## src/rtl/sensor_alarm_array.sv

```systemverilog
// sensor_alarm_array
// Multi-channel sensor-to-buzzer alarm controller. Each channel registers
// its sensor, debounces it, raises a steady alarm, gates a shared beep tone
// onto its buzzer while alarmed, and holds the alarm for HOLD clocks after
// release (optionally latching until acknowledged).
//
// Ports
//   clk             single clock
//   rst_n           asynchronous active-low reset
//   ena             global enable; 0 freezes all state, buzzers forced low
//   sensor_i        raw sensor levels, active high
//   ack_i           per-channel acknowledge (only honoured when latched)
//   buzzer_o        gated beep drive per channel
//   alarm_o         steady alarm status per channel
//   active_count_o  number of set alarm_o bits
//
// Channel FSM
//   state    | meaning
//   ---------+-----------------------------------------------------
//   IDLE     | no alarm, waiting for a high sample
//   ARM      | sensor high, counting debounce samples
//   ALARM    | alarm raised, sensor still high
//   HOLDING  | sensor released, alarm held for HOLD clocks
//   LATCHED  | hold expired with LATCH=1, waiting for ack_i
module sensor_alarm_array #(
  parameter int N_CH      = 8,
  parameter int DEBOUNCE  = 4,
  parameter int BEEP_HALF = 5,
  parameter int HOLD      = 8,
  parameter int LATCH     = 0,
  localparam int CNT_W    = $clog2(N_CH + 1)
) (
  input  logic             clk,
  input  logic             rst_n,
  input  logic             ena,
  input  logic [N_CH-1:0]  sensor_i,
  input  logic [N_CH-1:0]  ack_i,
  output logic [N_CH-1:0]  buzzer_o,
  output logic [N_CH-1:0]  alarm_o,
  output logic [CNT_W-1:0] active_count_o
);

  localparam int DW = $clog2(DEBOUNCE + 1);
  localparam int HW = $clog2(HOLD + 1);
  localparam int TW = $clog2(BEEP_HALF + 1);

  typedef enum logic [2:0] {
    ST_IDLE,
    ST_ARM,
    ST_ALARM,
    ST_HOLDING,
    ST_LATCHED
  } state_t;

  logic [N_CH-1:0] s_q;
  state_t          state_q [N_CH];
  state_t          state_d [N_CH];
  logic [DW-1:0]   dcnt_q  [N_CH];
  logic [DW-1:0]   dcnt_d  [N_CH];
  logic [HW-1:0]   hcnt_q  [N_CH];
  logic [HW-1:0]   hcnt_d  [N_CH];
  logic [TW-1:0]   tcnt_q;
  logic            tone_q;

  always_ff @(posedge clk or negedge rst_n) begin
    if (!rst_n) begin
      s_q    <= '0;
      tcnt_q <= '0;
      tone_q <= 1'b0;
      for (int i = 0; i < N_CH; i++) begin
        state_q[i] <= ST_IDLE;
        dcnt_q[i]  <= '0;
        hcnt_q[i]  <= '0;
      end
    end else if (ena) begin
      s_q <= sensor_i;
      for (int i = 0; i < N_CH; i++) begin
        state_q[i] <= state_d[i];
        dcnt_q[i]  <= dcnt_d[i];
        hcnt_q[i]  <= hcnt_d[i];
      end
      if (tcnt_q == TW'(BEEP_HALF - 1)) begin
        tcnt_q <= '0;
        tone_q <= ~tone_q;
      end else begin
        tcnt_q <= tcnt_q + TW'(1);
      end
    end
  end

  always_comb begin
    for (int i = 0; i < N_CH; i++) begin
      state_d[i] = state_q[i];
      dcnt_d[i]  = dcnt_q[i];
      hcnt_d[i]  = hcnt_q[i];
      case (state_q[i])
        ST_IDLE: begin
          if (s_q[i]) begin
            state_d[i] = ST_ARM;
            dcnt_d[i]  = DW'(1);
          end
        end
        ST_ARM: begin
          if (!s_q[i]) begin
            state_d[i] = ST_IDLE;
          end else if (dcnt_q[i] == DW'(DEBOUNCE - 1)) begin
            state_d[i] = ST_ALARM;
          end else begin
            dcnt_d[i] = dcnt_q[i] + DW'(1);
          end
        end
        ST_ALARM: begin
          if (!s_q[i]) begin
            state_d[i] = ST_HOLDING;
            hcnt_d[i]  = '0;
          end
        end
        ST_HOLDING: begin
          // A returning sensor goes straight back to ALARM without re-debounce.
          if (s_q[i]) begin
            state_d[i] = ST_ALARM;
          end else if (hcnt_q[i] == HW'(HOLD - 1)) begin
            state_d[i] = (LATCH != 0) ? ST_LATCHED : ST_IDLE;
          end else begin
            hcnt_d[i] = hcnt_q[i] + HW'(1);
          end
        end
        ST_LATCHED: begin
          if (ack_i[i]) begin
            state_d[i] = ST_IDLE;
          end
        end
        default: begin
          state_d[i] = ST_IDLE;
        end
      endcase
    end
  end

  always_comb begin
    alarm_o = '0;
    for (int i = 0; i < N_CH; i++) begin
      alarm_o[i] = (state_q[i] == ST_ALARM) || (state_q[i] == ST_HOLDING) ||
                   (state_q[i] == ST_LATCHED);
    end
  end

  always_comb begin
    active_count_o = '0;
    for (int i = 0; i < N_CH; i++) begin
      active_count_o = active_count_o + CNT_W'(alarm_o[i]);
    end
  end

  // Tone phase is shared, so all alarmed buzzers toggle together.
  assign buzzer_o = alarm_o & {N_CH{tone_q & ena}};

endmodule

```

## config.mk

```make
export PLATFORM = sky130hd
export DESIGN_NAME = sensor_alarm_array
export DESIGN_NICKNAME = d
export VERILOG_FILES = /design/src/rtl/sensor_alarm_array.sv
export SDC_FILE = /design/constraint.sdc
export NUM_CORES = 1
export LEC_CHECK = 0
export BUFFER_PORTS_ARGS = -buffer_cell sky130_fd_sc_hd__buf_2
export CAP_MARGIN = 40
export CORE_AREA = 2 2 119 150
export DETAILED_ROUTE_END_ITERATION = 10
export DIE_AREA = 0 0 121 152
export GPL_TIMING_DRIVEN = 0
export PLACE_DENSITY = 0.48
export RECOVER_POWER = 25
export REMOVE_ABC_BUFFERS = 1
export SLEW_MARGIN = 15
export SYNTH_ARGS = -nofsm -noshare
export SYNTH_HDL_FRONTEND = slang
export SYNTH_SLANG_ARGS = --single-unit
```

## constraint.sdc

```tcl
create_clock -name clk -period 4 [get_ports clk]
set_input_delay 0.2 -clock clk [delete_from_list [all_inputs] [get_ports clk]]
set_output_delay 0.2 -clock clk [all_outputs]
set_load 0.02 [all_outputs]
```

==> summary.md, run 1 <==
| Metric | Value |
|---|---|
| CP Capture Type | output pin |
| Final Skew | approximately 0.0034 ns |
| Initial DRT Pass Iterations | 4 |
| Flop pwr share | 45.1% |
| Sequential share of the synthesized area | 41.79% |
| Final worst path period need | between 3 and 4 ns |
| Max transition margin | -14.07% |
| Netlist Area Pre-Place | a little over 5000 sq um |
| Clk Latency, worst-skew pair | roughly 0.35 ns |
| GRT Total Usage | between 10% and 20% |
| Area fraction of the dominant cell type after synthesis | 41.79% |
| Worst Max-Slew Pin Slew | ~1.7 ns |
| Via density | 4.802 |
| Arrival time at the worst endpoint | around 3.6 ns |
| DRT met1 WL | ~4.6 mm |
| Outcome | finished with violations |
| Setup crit start kind | flip-flop |
| TritonCTS clock tree | built |
| R2R cell count | 4 |
| Ys Warns | 0 |
| Cell internal pwr | just over 2 mW |
| Switch share | around a third |
| Final setup fails | 0 |
| Synth top area cells | dfrtp_1 (42%), ha_1 (7.2%), nand2_1 (4.3%), mux2i_1 (3.6%), mux2_2 (3.4%) |
| Fill cells | around 1700 |
| Fraction of registers with async set/reset | 100.0% |
| Syn Inst Count | 494 |
| Top_reg_cell synth | dfrtp_1 |
| Max VDD drop | 0.1985 mV |
| Largest net degree at the start of global routing | 56 |
| Total CTS buffers | 9 |
| H-Tree Depth | 3 |
| Post-synth EDFFs | 0 |
| Num Clock Sinks | between 80 and 90 |
| Top layer in use | met4 |
| Grt ovf | 0 |
| Std cell rows | 54 |
| Clk pin slew, worst setup/hold paths | 0.06 ns |
| First-pass GRT wire length | ~17 mm |
| Hold depth | 2 |
| Synthesized flop and latch total | between 80 and 90 |
| Number of global-route vias before repair | between 3000 and 4000 |
| Netlist cell types | between 50 and 60 |
| Yosys top cell by area | dfrtp_1 |
| Leakage Power | roughly 2.6 nW |
| MaxCap Viol Count | 2 |
| Final period util | between 90% and 100% |
| WP data required | around 3.8 ns |
| Fmax | approximately 0.27 GHz |
| Hold WS | about 0.083 ns |
| PwrDens | ~560 nW/um^2 |
| Area grow syn2layout | 10.95% |
| Mapped Avg Cell Area | 10.18 sq um |
| Met2 WL | 4.777 mm |
| Dpl hpwl | 6.974 mm |
| Drt first-iter violations | ~190 |
| RSZ-0062 raised after global routing | no |
| Ant diodes | 0 |
| ANT nets after route | 0 |
| Routed via count | roughly 3500 |
| Worst Hold Class | in2reg |
| Die Area | ~18000 sq um |
| Setup WS post-layout | about 0.23 ns |
| Combinational Power Share | between 20% and 30% |
| Util after Layout | ~33% |
| Crit path kind | reg2out |
| Failing checks | capacitance limit, slew limit |
| Routed len/inst | roughly 14 um |
| Met3 wire length | approximately 250 um |
| # nets final | about 560 |
| Setup Total Neg Slack | 0 ns |
| Layout cells sized above 1 | between 10% and 20% |
| Chip Width | between 100 and 150 um |
| Clock power frac | a little over a quarter |
| Sw power | between 1 and 1.5 mW |
| Sequential cell area | 2105 sq um |
| Area of the multi-input gates | approximately 2600 sq um |
| Core ar. | 17090 sq um |
| CTS root buffer | clkbuf_16 |
| DIE HEIGHT | around 150 um |
| Post-Place Worst Slack | just over 0.5 ns |
| DRC violation count after routing | 0 |
| Clock Tree Buf Depth | 2 |
| I/O Pins | 39 |
| Post-Route WL | approximately 10 mm |
| Slew Viols, Final | 65 |
| Initial Util | between 20% and 30% |
| GPL Wtd Cong | 0.6992 |
| CP max FO | 10 |
| I/O Buffers | 30 |
| Hold Vio Cnt, Final | 0 |
| Initial antenna violation count | 0 |
## metal layers
metal,global-route usage (%),vias up
met5,0,-
met4,5.814,0
met3,2.102,17
met2,18.75,40
met1,14.63,1703
li1,-,1755
## per-stage QoR
stage | cells | power (mW) | instance area [sq um]
after floorplan | 460 | 2.065 | 4826
after global placement | 714 | 2.271 | 5256
after detailed placement | 716 | 2.360 | 5309
after CTS | 732 | 3.200 | 5608
after global routing | 732 | 3.412 | 5580
final | 732 | 3.138 | 5580
## power groups by stage
stage	Sequential, mW	Combinational, mW	Clock (mW)
2_1_floorplan	1.34	0.721	0
3_3_place_gp	1.41	0.864	0
6_report	1.41	0.907	0.816
5_1_grt	1.47	1.06	0.879
4_1_cts	1.42	0.934	0.848
3_5_place_dp	1.43	0.930	0
## final timing paths
kind / to / from / slack, ns
min reg2reg: hcnt_q[21] / hcnt_q[21] / 0.52
min: s_q[4] / sensor_i[4] / 0.08
max reg2reg: dcnt_q[6] / dcnt_q[6] / 2.36
min in group asynchronous: hcnt_q[30] / rst_n / 0.83
max: active_count_o[1] / flip-flop / 0.23
max in group asynchronous: asynchronous set/reset pin / rst_n / 0.88
## Yosys cell counts (4+ instances only)
library cell / instances
nor2_1: 7
a21bo_2: 5
a21oi_1: 18
inv_1: 41
nand4_1: 6
buf_6: 5
nand3_1: 33
o21ai_0: 21
nand2_4: 5
mux2_4: 5
and3_1: 21
nor2b_1: 7
nand4_4: 5
nand3b_1: 4
buf_2: 6
nand2b_1: 13
dfrtp_1: 84
clkbuf_1: 19
nand2_1: 58
fa_1: 4
and3b_1: 9
nand4b_1: 6
mux2i_1: 18
o221ai_1: 9
ha_1: 29
mux2_2: 15
nor3b_1: 6
## layout by cell type (no fill, tap or decap), drive strengths merged, types with 2 or more instances in the layout
cell,instances
a21bo,5
dfrtp,84
nand3b,4
o211ai,2
nand4b,7
and3,21
clkbuf,17
and3b,9
inv,41
xnor2,3
a211oi,2
nand2,63
fa,4
o41ai,2
a21oi,18
nand3,33
nor3b,6
a31oi,3
nand2b,13
a221o,2
o21ai,21
nor2,7
or3b,4
o311ai,2
buf,29
mux2,21
nand4,11
ha,29
mux2i,18
nor2b,7
a2bb2oi,3
o221ai,9
## cell type report
class                      instances  area share [%]
sequential                        84           37.71
tap                              224           5.022
timing repair buffer              33           3.274
inverter                          41           2.758
multi-input combinational        335           46.05
clock inverter                     1         0.08969
clock buffer                      14           5.090
## sequential cells by signal, indices dropped and copies added, names as in the netlist, named ones only
signal,cells
hcnt_q,32
state_q,8
tcnt_q,3
tone_q,1
dcnt_q,24
s_q,8
## kinds of logic (layout without fill, tap and decap cells)
kind of cell             after synthesis  after routing  share of synthesized area (%)
AO/OA/AOI/OAI                         73             73                          10.35
XOR/XNOR                               3              3                         0.5225
adder cells (fa/ha/maj)               33             33                          8.806
buffers and inverters                 75             89                          7.114
flip-flops                            84             84                          41.79
multiplexers                          39             39                          8.657
AND/OR/NAND/NOR                      187            187                          22.76
## repair_timing
action | 4_1_cts | 5_1_grt
buffers inserted | 0 | 0
endpoints found under the hold margin | 29 | 0
resized for setup | 0 | 2
setup endpoints to repair | 0 | 2
hold buffers | 1 | 0
## worst max-delay path, stage by stage, from the launching register on
cell and delay, ns:
dfrtp_1 0.47, inv_1 0.17, fa_1 0.51, inv_1 0.05, fa_1 0.48, inv_1 0.06
fa_1 0.53, inv_1 0.04, ha_1 0.20, inv_1 0.07, fa_1 0.40, inv_1 0.08
buf_2 0.17
(Power assumes the default switching activity.)
==> inputs of run 2 (changes only) <==
--- a/constraint.sdc
+++ b/constraint.sdc
@@ -3,2 +3,2 @@
 set_output_delay 0.2 -clock clk [all_outputs]
-set_load 0.02 [all_outputs]
+set_load 0.05 [all_outputs]
==> summary.md, run 2 (same netlist as run 1, synthesis figures left out) <==
| Metric | Value |
|---|---|
| Outcome | finished with violations (unchanged) |
| Failing checks | capacitance limit, slew limit (unchanged) |
| Max VDD drop | 0.2020 mV (was 0.1985 mV) |
| H-Tree Depth | 3 (unchanged) |
| Chip Width | 121 um (unchanged) |
| Largest register FFs | 32 (unchanged) |
| ANT nets after route | 0 (unchanged) |
| Die Area | 18390 sq um (unchanged) |
| Layout cells sized above 1 | 17.13% (was 16.93%) |
| Final Skew | 0.003448 ns (was 0.003449 ns) |
| CTS root buffer | clkbuf_16 (unchanged) |
| Initial Util | 29.42% (unchanged) |
| Crit-path cells | inv_1 > fa_1 > inv_1 > fa_1 > inv_1 > fa_1 > inv_1 > ha_1 > inv_1 > fa_1 > inv_1 > clkbuf_4 (was inv_1 > fa_1 > inv_1 > fa_1 > inv_1 > fa_1 > inv_1 > ha_1 > inv_1 > fa_1 > inv_1 > buf_2) |
| Worst R2R End | dcnt_q[6] (unchanged) |
| Final period util | 94.72% (was 94.17%) |
| Area grow syn2layout | 11.07% (was 10.95%) |
| Grt ovf | 0 (unchanged) |
| Worst R2R Setup Slack | 2.36 ns (about the same) |
| Most common cell after layout, fill and taps aside | dfrtp_1 (unchanged) |
| TritonCTS clock tree | built (unchanged) |
| Worst Hold Class | in2reg (unchanged) |
| Final worst path period need | 3.789 ns (was 3.767 ns) |
| Clk Latency, worst-skew pair | 0.35 ns (about the same) |
| Hold Vio Cnt, Final | 0 (unchanged) |
| MaxCap Viol Count | 2 (unchanged) |
| Final setup fails | 0 (unchanged) |
| First-pass GRT wire length | 17.02 mm (unchanged) |
| DRC violation count after routing | 0 (unchanged) |
| Largest net degree at the start of global routing | 56 (unchanged) |
| Worst r2r src | dcnt_q[6] (unchanged) |
| Num Clock Sinks | 84 (unchanged) |
| Post-Route WL | 9.906 mm (was 9.903 mm) |
| Via density | 4.802 (unchanged) |
| Number of global-route vias before repair | 3562 (unchanged) |
| GPL Wtd Cong | 0.6992 (unchanged) |
| Total Power | 3.209 mW (was 3.138 mW) |
| Core ar. | 17090 sq um (unchanged) |
| Initial antenna violation count | 0 (unchanged) |
| Hold path start | sensor_i[4] (unchanged) |
| PwrDens | 574.4 nW/um^2 (was 562.2 nW/um^2) |
| Clk pin slew, worst setup/hold paths | 0.06 ns (about the same) |
| Ant diodes | 0 (unchanged) |
| CP max FO | 11 (was 10) |
| Routed via count | 3515 (unchanged) |
| CP Capture Type | output pin (unchanged) |
| Total CTS buffers | 9 (unchanged) |
| CP max-delay cell | fa_1 (unchanged) |
| Max transition margin | -14.07% (about the same) |
| Fmax | 0.2639 GHz (was 0.2655 GHz) |
| Dpl hpwl | 6.974 mm (unchanged) |
| Worst Max-Slew Pin Slew | 1.711 ns (about the same) |
| DIE HEIGHT | 152 um (unchanged) |
| Clock Tree Buf Depth | 2 (unchanged) |
| Crit path kind | reg2out (unchanged) |
| I/O Buffers | 30 (unchanged) |
| Slowest stage delay, CP | 0.53 ns (about the same) |
| GRT Total Usage | 11.56% (unchanged) |
| Routed len/inst | 13.53 um (about the same) |
| Most frequent cells in the layout | dfrtp_1 (81), nand2_1 (58), inv_1 (41) (was dfrtp_1 (82), nand2_1 (58), inv_1 (41)) |
| Std cell rows | 54 (unchanged) |
| Leakage Power | 2.586 nW (was 2.585 nW) |
| Arrival time at the worst endpoint | 3.59 ns (was 3.57 ns) |
| Largest regs | hcnt_q: 32 flops, dcnt_q: 24 flops (unchanged) |
| I/O Pins | 39 (unchanged) |
| Crit-path most repeated cell | inv_1 (unchanged) |
| # nets final | 556 (unchanged) |
| Drt first-iter violations | 183 (was 185) |
| Util after Layout | 32.68% (was 32.65%) |
| Hold depth | 2 (unchanged) |
| Slew Viols, Final | 65 (unchanged) |
| Biggest register | hcnt_q (unchanged) |
| WP data required | 3.80 ns (about the same) |
| R2R cell count | 4 (unchanged) |
| End of the worst hold path | s_q[4] (unchanged) |
| Setup crit start kind | flip-flop (unchanged) |
| Initial DRT Pass Iterations | 5 (was 4) |
| RSZ-0062 raised after global routing | no (unchanged) |
run 2: final cells by class:
class,count,area (sq um)
Multi-Input combinational cell,335,2570
Sequential cell,84,2106
Inverter,41,153.9
Clock inverter,1,5.005
Clock buffer,14,284.0
Timing Repair Buffer,33,187.7
Fill cell,1741,11510
Tap cell,224,280.3
run 2: routing by layer:
metal / global-route usage [%] / share of wire, % / wire (um) / up-vias
met5: 0 / 0 / 0 / -
met4: 5.814 / 2.7 / 267 / 0
met3: 2.102 / 2.6 / 255 / 17
met2: 18.75 / 48 / 4770 / 42
met1: 14.63 / 47 / 4613 / 1701
li1: - / - / - / 1755
run 2: timing repair:
item / in CTS / in global routing
hold endpoints to repair: 29 / 0
gates resized for setup: 0 / 5
setup buffers: 0 / 0
setup endpoints to repair: 0 / 2
hold buffers: 1 / 0
run 2: worst max-delay path by stage:
stage | cells past startpoint | to | from | slack (ns)
CTS | 12 | active_count_o[2] | flip-flop | 0.03
global placement | 12 | active_count_o[1] | flip-flop | 0.44
global route | 12 | active_count_o[2] | flip-flop | 0.01
finish | 12 | active_count_o[1] | flip-flop | 0.21
detailed placement | 12 | active_count_o[1] | flip-flop | 0.41
floorplan | 11 | active_count_o[2] | flip-flop | -0.13
run 2: through the flow:
step,cell area [sq um],worst slack [ns],hold slack (ns),std cells,setup TNS [ns]
floorplan,4826,-0.1266,-0.09559,460,-0.1266
CTS,5608,0.03391,0.07207,732,0
detailed placement,5309,0.4094,0.1805,716,0
finish,5587,0.2111,0.08355,732,0
global route,5587,0.01248,0.07897,732,0
global placement,5256,0.4374,0.4336,714,0
run 2: worst max-delay path, delay by kind of cell, from the launching register on:
kind	cells	cell delay (ns)
buf+inv	7	0.66
flops	1	0.45
fa+ha+maj	5	2.13
run 2: power breakdown:
group | switching, mW | total, mW | internal (mW) | leakage (nW)
clock network | 0.331 | 0.816 | 0.485 | 0.145
logic | 0.517 | 0.978 | 0.461 | 1.44
registers | 0.293 | 1.42 | 1.12 | 1.01
